### src/rtl/serv_dec_sched.sv
// serv_dec_sched -- instruction fetch / bit-serial scheduler with format decode.
//
// Fetches one instruction, spends one LOAD cycle presenting it to the
// immediate decoder, then runs 32 bit-serial cycles (pausable by i_stall)
// while presenting the decoded instruction format.
//
// Ports:
//   i_clk, i_rst_n            clock, asynchronous active-low reset
//   i_en                      run enable, sampled in IDLE and at the end of RUN
//   o_ibus_cyc / i_ibus_ack / i_ibus_rdt   fetch request / ack / data
//   o_wb_en, o_wb_rdt         LOAD strobe and captured instruction [31:2]
//   i_stall                   pauses the serial counter
//   o_cnt_en, o_cnt_done, o_cnt            serial counter outputs
//   o_immdec_en, o_ctrl, o_csr_imm_en, o_illegal   format decode (RUN only)
//   o_dbg_state               current FSM state (0 IDLE,1 FETCH,2 LOAD,3 RUN)
module serv_dec_sched #(
  parameter int WITH_CSR = 1
) (
  input  logic        i_clk,
  input  logic        i_rst_n,
  input  logic        i_en,
  output logic        o_ibus_cyc,
  input  logic        i_ibus_ack,
  input  logic [31:0] i_ibus_rdt,
  output logic        o_wb_en,
  output logic [29:0] o_wb_rdt,
  input  logic        i_stall,
  output logic        o_cnt_en,
  output logic        o_cnt_done,
  output logic [4:0]  o_cnt,
  output logic [3:0]  o_immdec_en,
  output logic [3:0]  o_ctrl,
  output logic        o_csr_imm_en,
  output logic        o_illegal,
  output logic [1:0]  o_dbg_state
);

  typedef enum logic [1:0] {
    IDLE  = 2'd0,
    FETCH = 2'd1,
    LOAD  = 2'd2,
    RUN   = 2'd3
  } state_t;

  state_t      state_q, state_d;
  logic [4:0]  cnt_q, cnt_d;
  logic [29:0] insn_q, insn_d;
  logic [3:0]  immdec_q, immdec_d;
  logic [3:0]  ctrl_q, ctrl_d;
  logic        csr_q, csr_d;
  logic        ill_q, ill_d;

  // Combinational decode of the captured instruction.
  logic [4:0]  opcode;
  logic        funct3_msb;
  logic [3:0]  dec_immdec;
  logic [3:0]  dec_ctrl;
  logic        dec_ill;
  logic        dec_csr;

  // Instruction bits [1:0] are always 2'b11 for 32-bit encodings and unused.
  logic unused_rdt;
  assign unused_rdt = ^i_ibus_rdt[1:0];

  assign opcode     = insn_q[4:0];   // instruction bits [6:2]
  assign funct3_msb = insn_q[12];    // instruction bit 14

  always_comb begin
    dec_immdec = 4'b0000;
    dec_ctrl   = 4'b0000;
    dec_ill    = 1'b0;
    case (opcode)
      5'b00000, 5'b00100, 5'b11001, 5'b11100: begin
        dec_immdec = 4'b1100;
        dec_ctrl   = 4'b0010;
      end
      5'b01000: begin
        dec_immdec = 4'b1001;
        dec_ctrl   = 4'b0011;
      end
      5'b11000: begin
        dec_immdec = 4'b1001;
        dec_ctrl   = 4'b0101;
      end
      5'b01101, 5'b00101: begin
        dec_immdec = 4'b1010;
        dec_ctrl   = 4'b0000;
      end
      5'b11011: begin
        dec_immdec = 4'b1110;
        dec_ctrl   = 4'b1000;
      end
      5'b01100: begin
        dec_immdec = 4'b0000;
        dec_ctrl   = 4'b0000;
      end
      default: dec_ill = 1'b1;  // unknown opcodes decode as R, flagged
    endcase
    dec_csr = (WITH_CSR != 0) && (opcode == 5'b11100) && funct3_msb;
  end

  logic run;
  logic last_bit;
  assign run      = (state_q == RUN);
  assign last_bit = (cnt_q == 5'd31);

  // Next state, counter and captured-instruction logic.
  always_comb begin
    state_d  = state_q;
    cnt_d    = cnt_q;
    insn_d   = insn_q;
    immdec_d = immdec_q;
    ctrl_d   = ctrl_q;
    csr_d    = csr_q;
    ill_d    = ill_q;
    case (state_q)
      IDLE: begin
        if (i_en) state_d = FETCH;
      end
      FETCH: begin
        if (i_ibus_ack) begin
          insn_d  = i_ibus_rdt[31:2];
          state_d = LOAD;
        end
      end
      LOAD: begin
        // Format registers are loaded here so they are stable for all of RUN.
        immdec_d = dec_immdec;
        ctrl_d   = dec_ctrl;
        csr_d    = dec_csr;
        ill_d    = dec_ill;
        state_d  = RUN;
      end
      RUN: begin
        if (!i_stall) begin
          cnt_d = cnt_q + 5'd1;  // wraps 31 -> 0, ready for the next RUN
          if (last_bit) state_d = i_en ? FETCH : IDLE;
        end
      end
      default: state_d = IDLE;
    endcase
  end

  always_ff @(posedge i_clk or negedge i_rst_n) begin
    if (!i_rst_n) begin
      state_q  <= IDLE;
      cnt_q    <= 5'd0;
      insn_q   <= 30'd0;
      immdec_q <= 4'd0;
      ctrl_q   <= 4'd0;
      csr_q    <= 1'b0;
      ill_q    <= 1'b0;
    end else begin
      state_q  <= state_d;
      cnt_q    <= cnt_d;
      insn_q   <= insn_d;
      immdec_q <= immdec_d;
      ctrl_q   <= ctrl_d;
      csr_q    <= csr_d;
      ill_q    <= ill_d;
    end
  end

  assign o_ibus_cyc   = (state_q == FETCH);
  assign o_wb_en      = (state_q == LOAD);
  assign o_wb_rdt     = insn_q;
  assign o_cnt_en     = run && !i_stall;
  assign o_cnt_done   = run && last_bit;
  assign o_cnt        = cnt_q;
  // Format outputs are forced low outside RUN.
  assign o_immdec_en  = run ? immdec_q : 4'b0000;
  assign o_ctrl       = run ? ctrl_q : 4'b0000;
  assign o_csr_imm_en = run && csr_q;
  assign o_illegal    = run && ill_q;
  assign o_dbg_state  = state_q;

endmodule

### config.mk
export PLATFORM = sky130hd
export DESIGN_NAME = serv_dec_sched
export DESIGN_NICKNAME = d
export VERILOG_FILES = /design/src/rtl/serv_dec_sched.sv
export SDC_FILE = /design/constraint.sdc
export NUM_CORES = 1
export LEC_CHECK = 0
export CAP_MARGIN = 5
export CORE_UTILIZATION = 42
export CTS_CLUSTER_SIZE = 25
export DETAILED_ROUTE_END_ITERATION = 6
export PLACE_DENSITY = 0.87
export SETUP_SLACK_MARGIN = 0.2
export SYNTH_ARGS = -nofsm -noshare
export SYNTH_HDL_FRONTEND = slang
export SYNTH_SLANG_ARGS = --single-unit
### constraint.sdc
create_clock -name i_clk -period 1.95 [get_ports i_clk]
set_clock_uncertainty 0.05 [all_clocks]
set_input_delay 0.39 -clock i_clk [delete_from_list [all_inputs] [get_ports i_clk]]
set_output_delay 0.39 -clock i_clk [all_outputs]
set_load 0.01 [all_outputs]
==> metrics.md, run 1 <==
| Metric | Value |
|---|---|
| Ys flop type | dfrtp_1 |
| Initial antenna violation count | 0 |
| Syn nets | ~210 |
| DR vias | 1651 |
| Clock Path Buffers | 2 |
| Tmin final | 1.87 ns |
| DR WL/cell | 15.2 µm |
| Yosys warning count | 0 |
| Most frequent cells in the layout | 65 x clkdlybuf4s50_1, 44 x dfrtp_1, 34 x mux2_2 |
| Cells along the critical path | ha_2 -> and3_4 -> ha_4 -> and2_4 -> buf_6 |
| Sw Pwr | 1.83 mW |
| Htree depth | 2 |
| Maximum VDD drop | 0.000939 V |
| Mean number of vias per cell | 4.90 |
| Number of remaining DRC errors | 0 |
| Commonest non-fill, non-tap cell in the layout | clkdlybuf4s50_1 |
| Number of DRC markers in iteration 0 | 82 |
| Area occupied by multi-input gates | a little over 900 µm² |
| Slew @ Worst Pin | about 0.56 ns |
| Port Buf Inserts | 85 |
| Net Sw Frac | 33.0% |
| Slowest cell delay on critical path | 0.39 ns |
| R2r worst-path depth | 8 |
| GPL Wtd Cong | between 0.8 and 0.9 |
| Fin. max-slew vios | 0 |
| Starting density of the core | 43.9% |
| Final WL | 5.13 mm |
| Die width | 72.5 µm |
| Register Area | 0.00118 mm² |
| Inserted Diodes | 0 |
| IO Count | 88 |
| Grt ovf | 0 |
| Critical R2R Launch | o_cnt[1] |
| Post-place setup slack | -0.0603 ns |
| Skew-Pair Late Insertion Delay | between 0.2 and 0.3 ns |
| Share of async-settable or async-resettable flops after synthesis | 100% |
| R2r setup slk | approximately 0.20 ns |
| RSZ-0062 raised after global routing | yes |
| Share of power burned in registers | between 30% and 40% |
| Largest net degree at the start of global routing | 31 |
| GRT Resource Usage Total | a little under a fifth |
| Critical Path RT | approximately 1.5 ns |
| Pwr Density | ~1600 mW/mm² |
| Critical R2R Capture | o_dbg_state[0] |
| Crit path max fanout | 2 |
| Startpoint Class | register |
| Cell variety after synth | 32 |
| Hold Path Class | in -> async |
| Core Util, Final | around 70% |
| Die H | 72.5 µm |
| CP Capture Type | output pin |
| Max Cap Viol | 0 |
| Max-Slew Margin vs Limit | 62.4% |
| Final HPWL DP | 3.43 mm |
| Critical Path AT | about 1.4 ns |
| Endpoints failing setup | 0 |
| CTS sink count | 47 |
| Clock transition at path regs | 0.08 ns |
| Layout area overhead | 63.9% |
| Fin crit share | 96.1% |
| Root buffer cell | clkbuf_8 |
| Crit-path slowest cell | dfrtp_1 |
| Final worst setup slack | 0.0752 ns |
| Drt first pass iters | 4 |
| Leak | 1.53 nW |
| Cell Rows | 25 |
| Die ar. | 0.00526 mm² |
| Vias in the first global route | 1713 |
| Hold Violations, Final | 0 |
| First-pass GRT wire length | 7.55 mm |
| Antenna Nets Post-Route | 0 |
| Sequential area share after synthesis | 56.3% |
| Post-layout nets | ~310 |
| Share of cells above drive strength 1 | 38.5% |
| Mapped cell area | 0.00209 mm² |
| CTS tree | yes |
| EDFF count, synth | 0 |
| Fillcell total | 375 |
| Max Clk Rate | 533 MHz |
| Int Pwr | 3.71 mW |
| Clk network pwr share | ~15% |
| Kind of critical path | reg -> out |
| Number of synthesized register bits | 47 |
| Core area | 0.00475 mm² |
| Syn_area_per_cell | 12.7 µm² |
| Post-Syn Instances | 165 |
| Part of the power in combinational logic | 53.7% |
| Result of the run | finished, final reports clean |
| Total CTS buffers | 5 |
-- stage by stage --
stage	power [mW]	setup TNS, ns	instances	cell area (µm²)	hold slack, ns
after floorplan	3.02	0	165	2100	0.0444
after global placement	4.29	-0.113	318	3090	0.355
after detailed placement	4.39	-0.103	318	3090	0.365
after CTS	5.30	0	331	3260	0.0437
after global routing	5.87	0	337	3420	0.0703
final	5.54	0	337	3420	0.0351
-- power by group through the flow --
stage          clock (mW)  combinational, mW  sequential [mW]
5_1_grt             0.880               3.20             1.79
3_5_place_dp            0               2.61             1.78
2_1_floorplan           0               1.12             1.90
6_report            0.829               2.98             1.74
4_1_cts             0.846               2.72             1.73
3_3_place_gp            0               2.54             1.74
-- flip-flops by register name, summed over array words and instances, names as in the netlist --
register,count
csr_q,1
ctrl_q,4
ill_q,1
immdec_q,4
o_cnt,5
o_dbg_state,2
o_wb_rdt,30
-- routing by layer --
metal / global-route usage [%] / wire length [µm]
met4: 5.23 / 25
met1: 22.0 / 2130
met2: 33.1 / 2680
met5: 0 / 0
met3: 5.69 / 298
-- Yosys cell counts (2+ instances only) --
| cell type | instances | share of area [%] |
|---|---|---|
| dfrtp_1 | 47 | 56 |
| mux2_2 | 34 | 18 |
| and2_1 | 11 | 3.3 |
| clkbuf_1 | 8 | 1.4 |
| inv_1 | 8 | 1.4 |
| nor2_1 | 8 | 1.4 |
| ha_1 | 6 | 3.6 |
| o21ai_0 | 6 | 1.4 |
| nand2_1 | 5 | 0.90 |
| a21oi_1 | 3 | 0.72 |
| xnor2_1 | 3 | 1.3 |
| a22oi_1 | 2 | 0.72 |
| buf_2 | 2 | 0.48 |
| nand2b_1 | 2 | 0.60 |
| nand3b_1 | 2 | 0.72 |
| nand4_1 | 2 | 0.60 |
-- what timing repair did --
item / 4_1_cts / 5_1_grt
gates resized for setup: 68 / 30
setup buffers: 5 / 2
pin swaps: 4 / 3
hold buffers: 0 / 0
endpoints found under the hold margin: 0 / 0
setup endpoints to repair: 18 / 48
gates cloned: 0 / 4
-- kinds of logic after synthesis --
group                      after synthesis  synth area share [%]
AOI/OAI and AO/OA                       20                  7.01
xor gates and xnor gates                 4                  1.68
adders and majority gates                6                  3.59
buffers and inverters                   18                  3.36
DFF                                     47                  56.3
muxes                                   34                  18.3
and+or+nand+nor                         36                  9.71
-- worst max path at each step --
stage,startpoint,to,cells past startpoint
floorplan,o_cnt[0],o_dbg_state[0],7
global placement,i_stall,o_cnt_en,3
detailed placement,i_stall,o_cnt_en,3
CTS,o_cnt[1],o_cnt_done,5
global route,o_cnt[0],o_cnt_done,5
finish,o_cnt[1],o_cnt_done,5
-- final cells by class --
| type | instances | area share (%) |
|---|---|---|
| inverters | 8 | 0.950 |
| well taps | 67 | 2.45 |
| repair buffers | 107 | 31.0 |
| multi-input cells | 100 | 27.2 |
| flip-flops and latches | 47 | 34.5 |
| clock buffers | 6 | 2.12 |
| clock inverters | 2 | 1.75 |
-- worst max-delay path: cells and delay by family (launching register included) --
family	cells	cell delay (ns)
AND/OR/NAND/NOR	2	0.31
buffers and inverters	1	0.11
adder cells (fa/ha/maj)	2	0.33
flip-flops	1	0.39
Power figures use the tool's default switching activity.
==> inputs of run 2 (changes only) <==
--- a/config.mk
+++ b/config.mk
@@ -10,7 +10,7 @@
 export CTS_CLUSTER_SIZE = 25
 export DETAILED_ROUTE_END_ITERATION = 6
 export PLACE_DENSITY = 0.87
-export SETUP_SLACK_MARGIN = 0.2
+export SETUP_SLACK_MARGIN = 0.3
 export SYNTH_ARGS = -nofsm -noshare
 export SYNTH_HDL_FRONTEND = slang
 export SYNTH_SLANG_ARGS = --single-unit
==> constraint.sdc (replaced) <==
create_clock -name i_clk -period 2 [get_ports i_clk]
set_clock_uncertainty 0.05 [all_clocks]
set_input_delay 0.4 -clock i_clk [delete_from_list [all_inputs] [get_ports i_clk]]
set_output_delay 0.4 -clock i_clk [all_outputs]
set_load 0.01 [all_outputs]
==> metrics.md, run 2 (synthesized netlist as in run 1, its figures left out) <==
| Metric | Value |
|---|---|
| Number of DRC markers in iteration 0 | 46 |
| Largest net degree at the start of global routing | 25 |
| Critical Path AT | ~1.4 ns |
| Commonest non-fill, non-tap cell in the layout | clkdlybuf4s50_1 |
| Share of cells above drive strength 1 | 42.5% |
| First-pass GRT wire length | 7.82 mm |
| Die H | between 70 and 80 µm |
| RSZ-0062 raised after global routing | yes |
| Post-route cell area | 0.00360 mm² |
| Max Cap Viol | 0 |
| Antenna Nets Post-Route | 0 |
| Startpoint Class | register |
| Kind of critical path | reg -> out |
| Setup crit end | o_cnt_done |
| Hold buffers post-CTS | 0 |
| Endpoints failing setup | 0 |
| DR vias | ~1700 |
| Critical Path RT | 1.55 ns |
| Crit-path slowest cell | dfrtp_1 |
| Dpl cell area | 0.00309 mm² |
| Grt ovf | 0 |
| GRT Resource Usage Total | 19.8% |
| Layout area overhead | 72.6% |
| Hold Path Class | in -> async |
| Starting density of the core | 43.9% |
| Mean number of vias per cell | 4.89 |
| Leak | 1.66 nW |
| Pwr Total | approximately 5.5 mW |
| Cells along the critical path | ha_2 -> and3_4 -> ha_4 -> and2_4 -> buf_6 |
| Result of the run | finished, final reports clean |
| CTS sink count | 47 |
| Root buffer cell | clkbuf_8 |
| Max-Slew Margin vs Limit | 65.7% |
| Crit path max-delay family | flip-flops |
| Most frequent cells in the layout | 60 x clkdlybuf4s50_1, 44 x dfrtp_1, 26 x mux2_2 |
| Tmin final | 1.88 ns |
| Inserted Diodes | 0 |
| Cell Rows | 25 |
| Max Clk Rate | 532 MHz |
| Post-layout nets | 327 |
| Maximum VDD drop | ~0.00084 V |
| Clock transition at path regs | 0.08 ns |
| Final WL | 5.38 mm |
| Htree depth | 2 |
| Hold Violations, Final | 0 |
| R2r worst-path depth | 8 |
| Die width | 72.5 µm |
| Skew-Pair Late Insertion Delay | 0.30 ns |
| IO Count | 88 |
| Core area | ~0.0048 mm² |
| Stages on worst setup path | 5 |
| Crit path max fanout | 2 |
| Post-place setup slack | -0.0583 ns |
| R2r setup slk | 0.26 ns |
| CP Capture Type | output pin |
| GPL Wtd Cong | 0.840 |
| Crit. Startpoint | o_cnt[0] |
| Final HPWL DP | 3.37 mm |
| Final worst setup slack | 0.120 ns |
| Die ar. | 0.00526 mm² |
| Pwr Density | roughly 1500 mW/mm² |
| Critical R2R Capture | o_dbg_state[0] |
| Drt first pass iters | 4 |
| Fillcell total | 345 |
| Critical R2R Launch | o_dbg_state[1] |
| WP buf/inv | 1 |
| Core Util, Final | 75.8% |
| CTS tree | yes |
| Slew @ Worst Pin | slightly above 0.5 ns |
| Vias in the first global route | approximately 1700 |
| Fin. max-slew vios | 0 |
| Max reg flops | 30 |
| Initial antenna violation count | 0 |
| Clock Path Buffers | 2 |
| Port Buf Inserts | 85 |
| Fin crit share | 94.0% |
| Number of remaining DRC errors | 0 |
| Total CTS buffers | 5 |
| Slowest cell delay on critical path | just under 0.4 ns |
| DR WL/cell | 15.3 µm |
## run 2: cell type report
class / count / area (µm²) / area share [%]
repair buffers: 122 / 1230 / 34.0
flip-flops and latches: 47 / 1180 / 32.7
inverters: 8 / 45.0 / 1.25
multi-input cells: 100 / 988 / 27.4
clock inverters: 1 / 5.00 / 0.139
clock buffers: 7 / 76.3 / 2.12
well taps: 67 / 83.8 / 2.33
## run 2: what timing repair did
| item | 4_1_cts | 5_1_grt |
|---|---|---|
| setup buffers | 16 | 4 |
| gates cloned | 1 | 3 |
| pin swaps | 7 | 7 |
| setup endpoints to repair | 27 | 55 |
| gates resized for setup | 103 | 34 |
## run 2: power breakdown
part | switching [mW] | internal [mW] | total (mW)
sequential | 0.257 | 1.41 | 1.67
combinational | 1.31 | 2.00 | 3.32
clock | 0.309 | 0.246 | 0.555
total | 1.88 | 3.66 | 5.54
## run 2: worst min path at each step
stage	startpoint	end	slack (ns)	cells after the start
after floorplan	i_rst_n	csr_q	0.05	0
after global placement	i_rst_n	ill_q	0.35	1
after detailed placement	i_rst_n	ill_q	0.35	1
after CTS	i_rst_n	ill_q	0.03	1
after global routing	i_rst_n	o_wb_rdt[24]	0.04	1
final	i_rst_n	o_wb_rdt[24]	0.01	1
## run 2: stage by stage
step | setup TNS, ns | hold WS, ns | cells
final | 0 | 0.0133 | 352
after global routing | 0 | 0.0401 | 352
after CTS | 0 | 0.0286 | 345
after detailed placement | -0.0874 | 0.354 | 320
after global placement | -0.0663 | 0.348 | 320
after floorplan | 0 | 0.0544 | 165
## run 2: per-layer routing
layer	up-vias	share of wire [%]	GRT usage (%)
met4	0	1.0	5.45
met2	65	51	34.8
met3	6	4.9	6.39
met1	850	43	23.2
li1	802	-	-
met5	-	0	0
==> inputs of run 3 (changes only) <==
--- a/config.mk
+++ b/config.mk
@@ -6,7 +6,9 @@
 export NUM_CORES = 1
 export LEC_CHECK = 0
 export CAP_MARGIN = 5
+export CORE_MARGIN = 5
 export CORE_UTILIZATION = 42
+export CTS_CLUSTER_DIAMETER = 80
 export CTS_CLUSTER_SIZE = 25
 export DETAILED_ROUTE_END_ITERATION = 6
 export PLACE_DENSITY = 0.87
==> metrics.md, run 3 (synthesized netlist as in run 1, its figures left out) <==
| Metric | Value |
|---|---|
| Core area | roughly 0.0048 mm² |
| CTS tree | yes |
| Hold Violations, Final | 0 |
| Max Clk Rate | about 530 MHz |
| Number of DRC markers in iteration 0 | 51 |
| Final WL | between 5 and 6 mm |
| Slew @ Worst Pin | 0.543 ns |
| Inserted Diodes | 0 |
| Final HPWL DP | between 3 and 4 mm |
| Vias in the first global route | 1715 |
| Max Cap Viol | 0 |
| Mean number of vias per cell | about 4.8 |
| Register Area | 0.00118 mm² |
| Drt first pass iters | 4 |
| Crit path max fanout | 2 |
| RSZ-0062 raised after global routing | yes |
| Post-layout nets | around 320 |
| Maximum VDD drop | 0.000917 V |
| Htree depth | 2 |
| Die ar. | around 0.0065 mm² |
| Port Buf Inserts | 85 |
| Max-Slew Margin vs Limit | approximately 64% |
| Result of the run | finished, final reports clean |
| Skew-Pair Late Insertion Delay | 0.28 ns |
| Die H | 80.5 µm |
| Critical Path AT | 1.43 ns |
| CTS sink count | 47 |
| Commonest non-fill, non-tap cell in the layout | clkdlybuf4s50_1 |
| Sw Pwr | 1.81 mW |
| Part of the power in combinational logic | 55.4% |
| Cell Rows | 25 |
| Pwr Density | 1560 mW/mm² |
| Pwr Total | 5.42 mW |
| Largest net degree at the start of global routing | 31 |
| Endpoints failing setup | 0 |
| Total CTS buffers | 5 |
| Fillcell total | around 360 |
| Slowest cell delay on critical path | between 0.3 and 0.4 ns |
| Hold buffers post-CTS | 0 |
| Initial antenna violation count | 0 |
| First-pass GRT wire length | 8.27 mm |
| Number of remaining DRC errors | 0 |
| Crit path max-delay family | flip-flops |
| Startpoint Class | register |
| Share of cells above drive strength 1 | 42.2% |
| Max reg flops | 30 |
| Clock Path Buffers | 2 |
| Cells along the critical path | ha_2 -> and3_4 -> ha_4 -> and2_4 -> buf_6 |
| Most frequent cells in the layout | 57 x clkdlybuf4s50_1, 42 x dfrtp_1, 34 x mux2_2 |
| WP buf/inv | 1 |
| Fin crit share | 94.2% |
| Clock transition at path regs | 0.09 ns |
| Layout area overhead | 66.7% |
| Crit-path slowest cell | dfrtp_1 |
| GPL Wtd Cong | around 0.86 |
| GRT Resource Usage Total | between 10% and 20% |
| Starting density of the core | 43.6% |
| CP Capture Type | output pin |
| Fin. max-slew vios | 0 |
| Core Util, Final | 72.8% |
| Clk network pwr share | 13.0% |
| Area occupied by multi-input gates | 943 µm² |
| Final worst setup slack | 0.115 ns |
| Die width | 80.5 µm |
| Critical Path RT | 1.55 ns |
| Net Sw Frac | between 30% and 40% |
| Antenna Nets Post-Route | 0 |
| Tmin final | about 1.9 ns |
| Share of power burned in registers | 31.6% |
| DR WL/cell | 15.5 µm |
| IO Count | 88 |
| Post-place setup slack | -0.0477 ns |
| DR vias | 1650 |
| Hold Path Class | in -> async |
| Int Pwr | 3.61 mW |
| Root buffer cell | clkbuf_8 |
| Grt ovf | 0 |
| Kind of critical path | reg -> out |
| Leak | 1.61 nW |
-- run 3: worst paths after layout --
kind / cells after the start / start / endpoint / slack [ns]
max in group asynchronous: 2 / i_rst_n / o_wb_rdt[2] / 1.33
hold reg to reg: 1 / csr_q / csr_q / 0.44
setup / recovery: 5 / o_cnt[1] / o_cnt_done / 0.12
min in group i_clk: 1 / csr_q / csr_q / 0.44
setup reg to reg: 8 / o_cnt[1] / o_dbg_state[0] / 0.21
hold / removal: 1 / i_rst_n / o_wb_rdt[28] / 0.04
-- run 3: routing by layer --
metal / vias up / track usage [%] / share of wire (%)
met5: - / 0 / 0
met4: 0 / 4.05 / 0.68
met3: 4 / 5.38 / 8.5
met2: 62 / 29.1 / 54
met1: 795 / 19.5 / 36
li1: 789 / - / -
-- run 3: area by class of cell --
class                           count  area share, %
Clock inverter                      2           1.01
Timing Repair Buffer              112           31.9
Multi-Input combinational cell    100           27.1
Tap cell                           67           2.41
Sequential cell                    47           34.0
Clock buffer                        6           2.37
Inverter                            8           1.22
-- run 3: what timing repair did --
item | 4_1_cts | 5_1_grt
setup buffers | 12 | 4
pin swaps | 7 | 4
endpoints found under the setup margin | 28 | 27
resized for setup | 96 | 30
gates cloned | 1 | 0
hold endpoints to repair | 0 | 0
-- run 3: metrics by stage --
stage | hold slack, ns | setup TNS [ns] | cells | area (µm²)
after global routing | 0.0717 | 0 | 342 | 3480
after CTS | 0.0461 | 0 | 338 | 3350
after detailed placement | 0.359 | -0.0941 | 317 | 3080
after floorplan | 0.0544 | 0 | 165 | 2100
final | 0.0374 | 0 | 342 | 3480
after global placement | 0.358 | -0.0567 | 317 | 3080
-- run 3: power by group through the flow --
stage          Sequential, mW  Clock (mW)  Combinational [mW]
6_report                 1.71       0.703                3.00
5_1_grt                  1.78       0.767                3.24
4_1_cts                  1.71       0.725                2.83
3_5_place_dp             1.76           0                2.53
3_3_place_gp             1.72           0                2.46
2_1_floorplan            1.86           0                1.10
